<file path="src/rtl/decode_hazard_stage_pkg.sv">
// Shared decode definitions for the decode/hazard stage: opcode map, IR field
// positions, per-opcode operand usage and the stage FSM encoding.
package decode_hazard_stage_pkg;

    localparam int unsigned OPC_W = 8;
    localparam int unsigned IDX_W = 4;
    localparam int unsigned IMM_W = 16;

    // IR field bit positions
    localparam int unsigned OPC_MSB  = 31;
    localparam int unsigned OPC_LSB  = 24;
    localparam int unsigned DEST_MSB = 23;
    localparam int unsigned DEST_LSB = 20;
    localparam int unsigned SRC1_MSB = 19;
    localparam int unsigned SRC1_LSB = 16;
    localparam int unsigned SRC2_MSB = 11;
    localparam int unsigned SRC2_LSB = 8;
    localparam int unsigned IMM_MSB  = 15;
    localparam int unsigned IMM_LSB  = 0;

    // Opcode map
    localparam logic [OPC_W-1:0] OP_NOP  = 8'hFF;
    localparam logic [OPC_W-1:0] OP_ADD  = 8'h01;
    localparam logic [OPC_W-1:0] OP_SUB  = 8'h02;
    localparam logic [OPC_W-1:0] OP_AND  = 8'h03;
    localparam logic [OPC_W-1:0] OP_OR   = 8'h04;
    localparam logic [OPC_W-1:0] OP_ADDI = 8'h08;
    localparam logic [OPC_W-1:0] OP_MOVI = 8'h09;
    localparam logic [OPC_W-1:0] OP_LDW  = 8'h10;
    localparam logic [OPC_W-1:0] OP_STW  = 8'h11;

    // Branch class: 0x20 unconditional, 0x21-0x27 compare two regs, 0x28-0x2B register target
    localparam logic [OPC_W-1:0] OP_BR_FIRST = 8'h20;
    localparam logic [OPC_W-1:0] OP_BR_CMP_F = 8'h21;
    localparam logic [OPC_W-1:0] OP_BR_CMP_L = 8'h27;
    localparam logic [OPC_W-1:0] OP_BR_LAST  = 8'h2B;

    typedef struct packed {
        logic use_src1;
        logic use_src2;
        logic writes_dest;
        logic is_branch;
    } op_info_t;

    typedef enum logic [1:0] {
        ST_RUN       = 2'd0,
        ST_DEP_STALL = 2'd1,
        ST_BR_WAIT   = 2'd2
    } state_t;

    // Operand usage lookup per opcode
    function automatic op_info_t decode_op(input logic [OPC_W-1:0] op);
        op_info_t info;
        info = '0;
        if (op >= OP_BR_FIRST && op <= OP_BR_LAST) begin
            info.is_branch = 1'b1;
            if (op >= OP_BR_CMP_F && op <= OP_BR_CMP_L) begin
                info.use_src1 = 1'b1;
                info.use_src2 = 1'b1;
            end else if (op > OP_BR_CMP_L) begin
                info.use_src1 = 1'b1;
            end
        end else begin
            case (op)
                OP_ADD, OP_SUB, OP_AND, OP_OR: begin
                    info.use_src1    = 1'b1;
                    info.use_src2    = 1'b1;
                    info.writes_dest = 1'b1;
                end
                OP_ADDI, OP_LDW: begin
                    info.use_src1    = 1'b1;
                    info.writes_dest = 1'b1;
                end
                OP_MOVI: info.writes_dest = 1'b1;
                OP_STW: begin
                    info.use_src1 = 1'b1;
                    info.use_src2 = 1'b1;
                end
                default: info = '0;
            endcase
        end
        return info;
    endfunction

endpackage

</file>
<file path="src/rtl/decode_hazard_stage_scoreboard.sv">
// Per-register in-flight write counters. Queries see counts after this edge's
// writeback decrement; an increment and decrement on one index net together.
module decode_scoreboard
    import decode_hazard_stage_pkg::*;
#(
    parameter int unsigned REG_COUNT = 16,
    parameter int unsigned CNT_W     = 2
) (
    input  logic             clk,
    input  logic             rst,
    input  logic             en,
    input  logic             dec_en,
    input  logic [IDX_W-1:0] dec_idx,
    input  logic             inc_en,
    input  logic [IDX_W-1:0] inc_idx,
    input  logic [IDX_W-1:0] q_src1,
    input  logic [IDX_W-1:0] q_src2,
    input  logic [IDX_W-1:0] q_dest,
    output logic             busy1_c,
    output logic             busy2_c,
    output logic             full_c
);

    localparam logic [CNT_W-1:0] CNT_MAX = {CNT_W{1'b1}};

    logic [CNT_W-1:0] cnt     [REG_COUNT];
    logic [CNT_W-1:0] cnt_dec [REG_COUNT];

    // Apply the writeback decrement, saturating at zero
    always_comb begin
        for (int i = 0; i < REG_COUNT; i++) begin
            cnt_dec[i] = cnt[i];
            if (dec_en && dec_idx == IDX_W'(i) && cnt[i] != '0)
                cnt_dec[i] = cnt[i] - CNT_W'(1);
        end
    end

    // Hazard queries against post-writeback counts
    always_comb begin
        busy1_c = (cnt_dec[q_src1] != '0);
        busy2_c = (cnt_dec[q_src2] != '0);
        full_c  = (cnt_dec[q_dest] == CNT_MAX);
    end

    // Counter update; increment is only requested when the count is below max
    always_ff @(negedge clk) begin
        if (rst) begin
            for (int i = 0; i < REG_COUNT; i++) cnt[i] <= '0;
        end else if (en) begin
            for (int i = 0; i < REG_COUNT; i++)
                cnt[i] <= cnt_dec[i] + ((inc_en && inc_idx == IDX_W'(i)) ? CNT_W'(1) : CNT_W'(0));
        end
    end

endmodule

</file>
<file path="src/rtl/decode_hazard_stage.sv">
// Decode/hazard stage: decodes the FE/DE entry, reads operands with WB bypass,
// tracks in-flight writes and raises dependency/branch stalls to fetch.
// Optional build macro: DECODE_PERF_CNT_EN enables the stall-cycle counters.
module decode_hazard_stage
    import decode_hazard_stage_pkg::*;
#(
    parameter int unsigned PC_WIDTH     = 16,
    parameter int unsigned IR_WIDTH     = 32,
    parameter int unsigned DATA_WIDTH   = 16,
    parameter int unsigned REG_COUNT    = 16,
    parameter int unsigned SB_CNT_WIDTH = 2
) (
    input  logic                  I_CLOCK,
    input  logic                  I_RESET,
    input  logic                  I_LOCK,
    input  logic                  I_FRAMESTALL,
    input  logic [PC_WIDTH-1:0]   I_PC,
    input  logic [IR_WIDTH-1:0]   I_IR,
    input  logic                  I_FetchStall,
    input  logic                  I_BranchAddrSelect,
    input  logic                  I_WBEnable,
    input  logic [IDX_W-1:0]      I_WBRegIdx,
    input  logic [DATA_WIDTH-1:0] I_WBData,
    output logic                  O_LOCK,
    output logic                  O_BranchStallSignal,
    output logic                  O_DepStallSignal,
    output logic                  O_DEValid,
    output logic [PC_WIDTH-1:0]   O_PC,
    output logic [OPC_W-1:0]      O_Opcode,
    output logic [IDX_W-1:0]      O_DestRegIdx,
    output logic [DATA_WIDTH-1:0] O_Src1Value,
    output logic [DATA_WIDTH-1:0] O_Src2Value,
    output logic [IMM_W-1:0]      O_Imm,
    output logic [31:0]           O_DepStallCycles,
    output logic [31:0]           O_BrStallCycles
);

    logic [DATA_WIDTH-1:0] rf [REG_COUNT];

    logic [OPC_W-1:0]      opc;
    logic [IDX_W-1:0]      dest_idx, src1_idx, src2_idx;
    logic [IMM_W-1:0]      imm;
    op_info_t              info;
    logic                  bubble_c, hazard_c, issue_c;
    logic                  busy1_c, busy2_c, dest_full_c;
    logic [DATA_WIDTH-1:0] src1_val_c, src2_val_c;
    state_t                state, state_nxt;
    logic                  valid_nxt, dep_nxt, br_nxt;

    // IR field extraction and hazard qualification
    always_comb begin
        opc      = I_IR[OPC_MSB:OPC_LSB];
        dest_idx = I_IR[DEST_MSB:DEST_LSB];
        src1_idx = I_IR[SRC1_MSB:SRC1_LSB];
        src2_idx = I_IR[SRC2_MSB:SRC2_LSB];
        imm      = I_IR[IMM_MSB:IMM_LSB];
        info     = decode_op(opc);
        bubble_c = I_FetchStall || (opc == OP_NOP);
        hazard_c = (info.use_src1 && busy1_c) || (info.use_src2 && busy2_c) ||
                   (info.writes_dest && dest_full_c);
    end

    // Operand read with same-edge writeback bypass
    always_comb begin
        src1_val_c = rf[src1_idx];
        src2_val_c = rf[src2_idx];
        if (I_WBEnable && I_WBRegIdx == src1_idx) src1_val_c = I_WBData;
        if (I_WBEnable && I_WBRegIdx == src2_idx) src2_val_c = I_WBData;
    end

    decode_scoreboard #(
        .REG_COUNT (REG_COUNT),
        .CNT_W     (SB_CNT_WIDTH)
    ) u_scoreboard (
        .clk     (I_CLOCK),
        .rst     (I_RESET),
        .en      (!I_FRAMESTALL),
        .dec_en  (I_WBEnable),
        .dec_idx (I_WBRegIdx),
        .inc_en  (issue_c && info.writes_dest),
        .inc_idx (dest_idx),
        .q_src1  (src1_idx),
        .q_src2  (src2_idx),
        .q_dest  (dest_idx),
        .busy1_c (busy1_c),
        .busy2_c (busy2_c),
        .full_c  (dest_full_c)
    );

    // Next-state and next-output decision; lock low holds FSM and stalls
    always_comb begin
        state_nxt = state;
        valid_nxt = 1'b0;
        issue_c   = 1'b0;
        dep_nxt   = O_DepStallSignal;
        br_nxt    = O_BranchStallSignal;
        if (I_LOCK) begin
            case (state)
                ST_RUN, ST_DEP_STALL: begin
                    if (bubble_c) begin
                        state_nxt = ST_RUN;
                        dep_nxt   = 1'b0;
                        br_nxt    = 1'b0;
                    end else if (hazard_c) begin
                        state_nxt = ST_DEP_STALL;
                        dep_nxt   = 1'b1;
                        br_nxt    = info.is_branch;
                    end else begin
                        issue_c   = 1'b1;
                        valid_nxt = 1'b1;
                        dep_nxt   = 1'b0;
                        br_nxt    = info.is_branch;
                        state_nxt = info.is_branch ? ST_BR_WAIT : ST_RUN;
                    end
                end
                ST_BR_WAIT: begin
                    dep_nxt = 1'b0;
                    if (I_BranchAddrSelect) begin
                        br_nxt    = 1'b0;
                        state_nxt = ST_RUN;
                    end else begin
                        br_nxt = 1'b1;
                    end
                end
                default: begin
                    state_nxt = ST_RUN;
                    dep_nxt   = 1'b0;
                    br_nxt    = 1'b0;
                end
            endcase
        end
    end

    // FSM state register
    always_ff @(negedge I_CLOCK) begin
        if (I_RESET)            state <= ST_RUN;
        else if (!I_FRAMESTALL) state <= state_nxt;
    end

    // Register file write port; contents survive reset
    always_ff @(negedge I_CLOCK) begin
        if (!I_FRAMESTALL && I_WBEnable) rf[I_WBRegIdx] <= I_WBData;
    end

    // DE/EX latch and stall outputs
    always_ff @(negedge I_CLOCK) begin
        if (I_RESET) begin
            O_LOCK              <= 1'b0;
            O_DEValid           <= 1'b0;
            O_DepStallSignal    <= 1'b0;
            O_BranchStallSignal <= 1'b0;
            O_PC                <= '0;
            O_Opcode            <= OP_NOP;
            O_DestRegIdx        <= '0;
            O_Src1Value         <= '0;
            O_Src2Value         <= '0;
            O_Imm               <= '0;
        end else if (!I_FRAMESTALL) begin
            O_LOCK              <= I_LOCK;
            O_DEValid           <= valid_nxt;
            O_DepStallSignal    <= dep_nxt;
            O_BranchStallSignal <= br_nxt;
            if (issue_c) begin
                O_PC         <= I_PC;
                O_Opcode     <= opc;
                O_DestRegIdx <= dest_idx;
                O_Src1Value  <= src1_val_c;
                O_Src2Value  <= src2_val_c;
                O_Imm        <= imm;
            end else begin
                O_Opcode     <= OP_NOP;
            end
        end
    end

`ifdef DECODE_PERF_CNT_EN
    // Stall-cycle counters, wrapping
    always_ff @(negedge I_CLOCK) begin
        if (I_RESET) begin
            O_DepStallCycles <= '0;
            O_BrStallCycles  <= '0;
        end else if (!I_FRAMESTALL) begin
            if (O_DepStallSignal)    O_DepStallCycles <= O_DepStallCycles + 32'd1;
            if (O_BranchStallSignal) O_BrStallCycles  <= O_BrStallCycles + 32'd1;
        end
    end
`else
    assign O_DepStallCycles = '0;
    assign O_BrStallCycles  = '0;
`endif

endmodule
</file>
<file path="config.mk">
export PLATFORM = sky130hd
export DESIGN_NAME = decode_hazard_stage
export DESIGN_NICKNAME = d
export VERILOG_FILES = /design/src/rtl/decode_hazard_stage_pkg.sv /design/src/rtl/decode_hazard_stage_scoreboard.sv /design/src/rtl/decode_hazard_stage.sv
export SDC_FILE = /design/constraint.sdc
export NUM_CORES = 1
export LEC_CHECK = 0
export CORE_MARGIN = 2
export CORE_UTILIZATION = 25
export CTS_BUF_LIST = sky130_fd_sc_hd__clkbuf_8
export DETAILED_ROUTE_END_ITERATION = 12
export SLEW_MARGIN = 10
export SYNTH_ARGS = -nofsm -noshare
export SYNTH_HDL_FRONTEND = slang
export SYNTH_HIERARCHICAL = 1
export SYNTH_SLANG_ARGS = --single-unit
</file>
<file path="constraint.sdc">
create_clock -name I_CLOCK -period 15.2 [get_ports I_CLOCK]
set_input_delay 4.56 -clock I_CLOCK [delete_from_list [all_inputs] [get_ports I_CLOCK]]
set_output_delay 4.56 -clock I_CLOCK [all_outputs]
set_load 0.05 [all_outputs]
</file>
==> results by group <==
Status
  • Status: finished with violations
  • Failing checks: setup timing

Route
  • Antenna Nets Post-Route: 0
  • Via density: roughly 4.6
  • Iter 0 DRT Violations: approximately 830
  • Met3 Routed Length: 4.02 mm
  • Vias: around 14000
  • Residual DRC count: 0
  • Router iterations before antenna repair: 6
  • Max Used Layer: met5
  • DR WL/cell: 18.4 microns
  • DRT Wirelength: between 50 and 60 mm
  • Metal2 WL: 29.9 mm
  • M1 WL: between 20 and 25 mm

Die
  • Num ports: 219
  • Core ar.: approximately 76000 sq um
  • Chip Width: roughly 280 microns
  • Cell Rows: slightly above 100
  • Die Footprint: 78900 sq um
  • Die Span Y: between 200 and 300 microns
  • Starting density of the core: between 20% and 30%

Min path
  • Hold depth: 2
  • Hold Crit Class: reg2reg
  • Hold Crit Start: O_Imm[6]

GRT
  • GR Util All Layers: about 14%
  • Grt ovf: 0
  • Largest net degree at the start of global routing: 67
  • First-pass GRT wire length: around 86 mm
  • Initial antenna violation count: 8
  • Vias in the first global route: 15600

Job
  • Max_cap viols: 0

CTS
  • Htree depth: 3
  • Post-CTS Hold Buffers: 0
  • Reg clk slew, reported paths: ~0.030 ns
  • Worst-Skew Late Latency: around 0.64 ns
  • Total CTS buffers: 66
  • Clock sinks: 370
  • CTS max path bufs: 3
  • CTS root buffer: clkbuf_8
  • CTS tree: yes

Yosys
  • Asr flop ratio synth: 0%
  • Synth Area per Inst: between 10 and 15 sq um
  • Main synth FF type: edfxtp_1
  • Yosys warning total: 6
  • Sequential area share after synthesis: 53.7%
  • Netlist cell types: 62
  • EDFF count, synth: about 290
  • Synth Register Bits: 370
  • Main area contributors after synthesis: edfxtp_1 (45%), mux4_2 (19%), dfxtp_1 (8.6%)
  • Mapped Cells: 1355
  • Post-Syn Area: approximately 19000 sq um
  • Dominant cell type by area after synthesis: edfxtp_1
  • Yosys top cell area share: 45.1%

Placed design
  • Dpl cell area: around 22000 sq um
  • IO buf count: about 150
  • Final estimated routing congestion in global placement: 0.891
  • Worst slack at placement: -1.56 ns
  • Cells after DPL: about 2600
  • Post-detail-place hpwl: 36.8 mm

Timing
  • Setup ws final: -0.322 ns
  • Final hold viol count: 0
  • RSZ-0062 raised after global routing: true
  • Tightest Pin Transition: 1.09 ns
  • Final Setup Violations: 32
  • Setup TNS Final: -7.09 ns
  • Layout Skew: roughly 0.032 ns
  • Relative slew slack: 27.4%
  • Max-slew violations: 0

Worst setup path
  • Worst Setup End Kind: register
  • Startpoint types: input pin
  • CP required: 7.94 ns
  • Worst reg2reg path depth: 18
  • Worst flop-to-flop path endpoint: u_scoreboard/cnt[1][8]
  • Worst r2r src: u_scoreboard/cnt[0][10]
  • Crit path kind: in2reg
  • Reg2reg setup slack: approximately 11 ns
  • Crit path DAT: between 8 and 9 ns
  • Crit path from: I_WBRegIdx[1]
  • CP Max Fanout: 7
  • Worst setup path endpoint: u_scoreboard/cnt[1][8]

Cells and area
  • # nets final: between 2000 and 2500
  • Area Overhead vs Synth: 33.9%
  • Layout cells sized above 1: between 20% and 30%
  • Final Cell Area: around 26000 sq um
  • Post-Layout Cell Count: between 3000 and 4000

Power and ir drop
  • Leak Pwr: between 9 and 10 nW
  • Overall Power: 2.81 mW
  • Pwr/cell area: 109 nW/um^2
  • Max IR drop VDD: 52.4 uV
==> timing repair <==
| action | in CTS | in global routing |
|---|---|---|
| gates resized for setup | 101 | 11 |
| pin swaps | 44 | 7 |
| buffers inserted | 12 | 3 |
| setup endpoints to repair | 112 | 88 |
| gates cloned | 0 | 0 |
==> power breakdown <==
group          leakage (nW)  internal, mW  switching, mW
Sequential             3.33          1.12         0.0157
Combinational          3.92         0.144          0.219
Clock                  2.65         0.627          0.675
==> final cells by class <==
cell class,count,area [sq um]
multi-input combinational,860,8500
fill,7489,50300
antenna,2,5.00
sequential,370,10300
tap,1030,1290
clock buffer,66,908
clock inverter,418,1770
inverter,37,139
timing repair buffer,309,2750
==> worst min path at each step <==
stage | to | slack [ns]
floorplan | state[0] | 0.44
global placement | O_PC[5] | 0.44
detailed placement | O_Imm[13] | 0.45
CTS | O_Imm[6] | 0.45
global route | O_PC[4] | 0.47
finish | O_Imm[6] | 0.45
==> cells in the final DEF (no fill, tap or decap), types with 17 or more instances in the layout <==
cell             netlist  routed
clkdlybuf4s50_1        0     142
nor2_1                90      83
mux2i_1               35      33
dfxtp_1               82      82
a211oi_2              33      33
nand2b_1              18      17
xnor2_1               38      31
clkbuf_8               0      66
inv_1                 39     426
mux4_2               160     160
buf_4                 65     151
o21ai_0               21      20
edfxtp_1             288     288
nand2_1              122     121
ha_1                  32      20
conb_1                 1      64
a21oi_1               54      51
==> kinds of logic (layout without fill, tap and decap cells) <==
family,after synthesis,count (layout),synth area share [%]
fa+ha+maj,32,32,2.09
mux,195,195,20.6
other cells,1,66,0.0196
xor+xnor,41,41,1.87
buf+inv,188,830,5.62
simple gates,345,345,8.57
compound gates,183,183,7.48
flops,370,370,53.7
==> routing by layer <==
metal	vias to the layer above	global-route usage (%)
met5	-	0
met4	14	8.43
met3	119	4.60
met2	568	25.2
met1	7088	15.0
li1	6492	-
==> Yosys cell counts (11+ instances only) <==
library cell / instances
edfxtp_1: 288
mux4_2: 160
nand2_1: 122
nor2_1: 90
dfxtp_1: 82
buf_4: 65
a21oi_1: 54
clkbuf_1: 49
inv_1: 39
xnor2_1: 38
mux2i_1: 35
a211oi_2: 33
ha_1: 32
o311ai_0: 24
o21ai_0: 21
nand2b_1: 18
nor3_1: 18
buf_2: 17
or3_1: 16
nand3_1: 15
buf_6: 14
o22ai_1: 12
and2_1: 11
nor2b_1: 11
==> worst max-delay path: stages <==
cell and delay, ns:
buf_8 0.10, or3b_4 0.43, buf_6 0.16, or4_4 0.53
o311ai_4 0.09, a21oi_2 0.11, nor4b_4 0.29, nor4_4 0.09
buf_4 0.16, a21oi_2 0.13, nor4_2 0.08, nor4_2 0.20
or2_4 0.18, o2111a_2 0.22, or3b_4 0.45, nor2_1 0.13
ha_1 0.23, nor2b_1 0.12
==> flip-flops by register name (all words and copies together), names as in the netlist <==
register	cells
rf	256
O_DEValid	1
O_DestRegIdx	4
u_scoreboard/cnt	32
O_Src1Value	16
O_Opcode	8
O_BranchStallSignal	1
O_PC	16
state	2
O_DepStallSignal	1
O_Imm	16
O_Src2Value	16
O_LOCK	1
==> through the flow <==
stage	util [%]	hold WS (ns)
floorplan	-	0.437
CTS	33.7	0.450
detailed placement	29.6	0.446
global placement	29.6	0.441
global route	33.8	0.471
finish	33.8	0.448
Power figures use the tool's default switching activity.
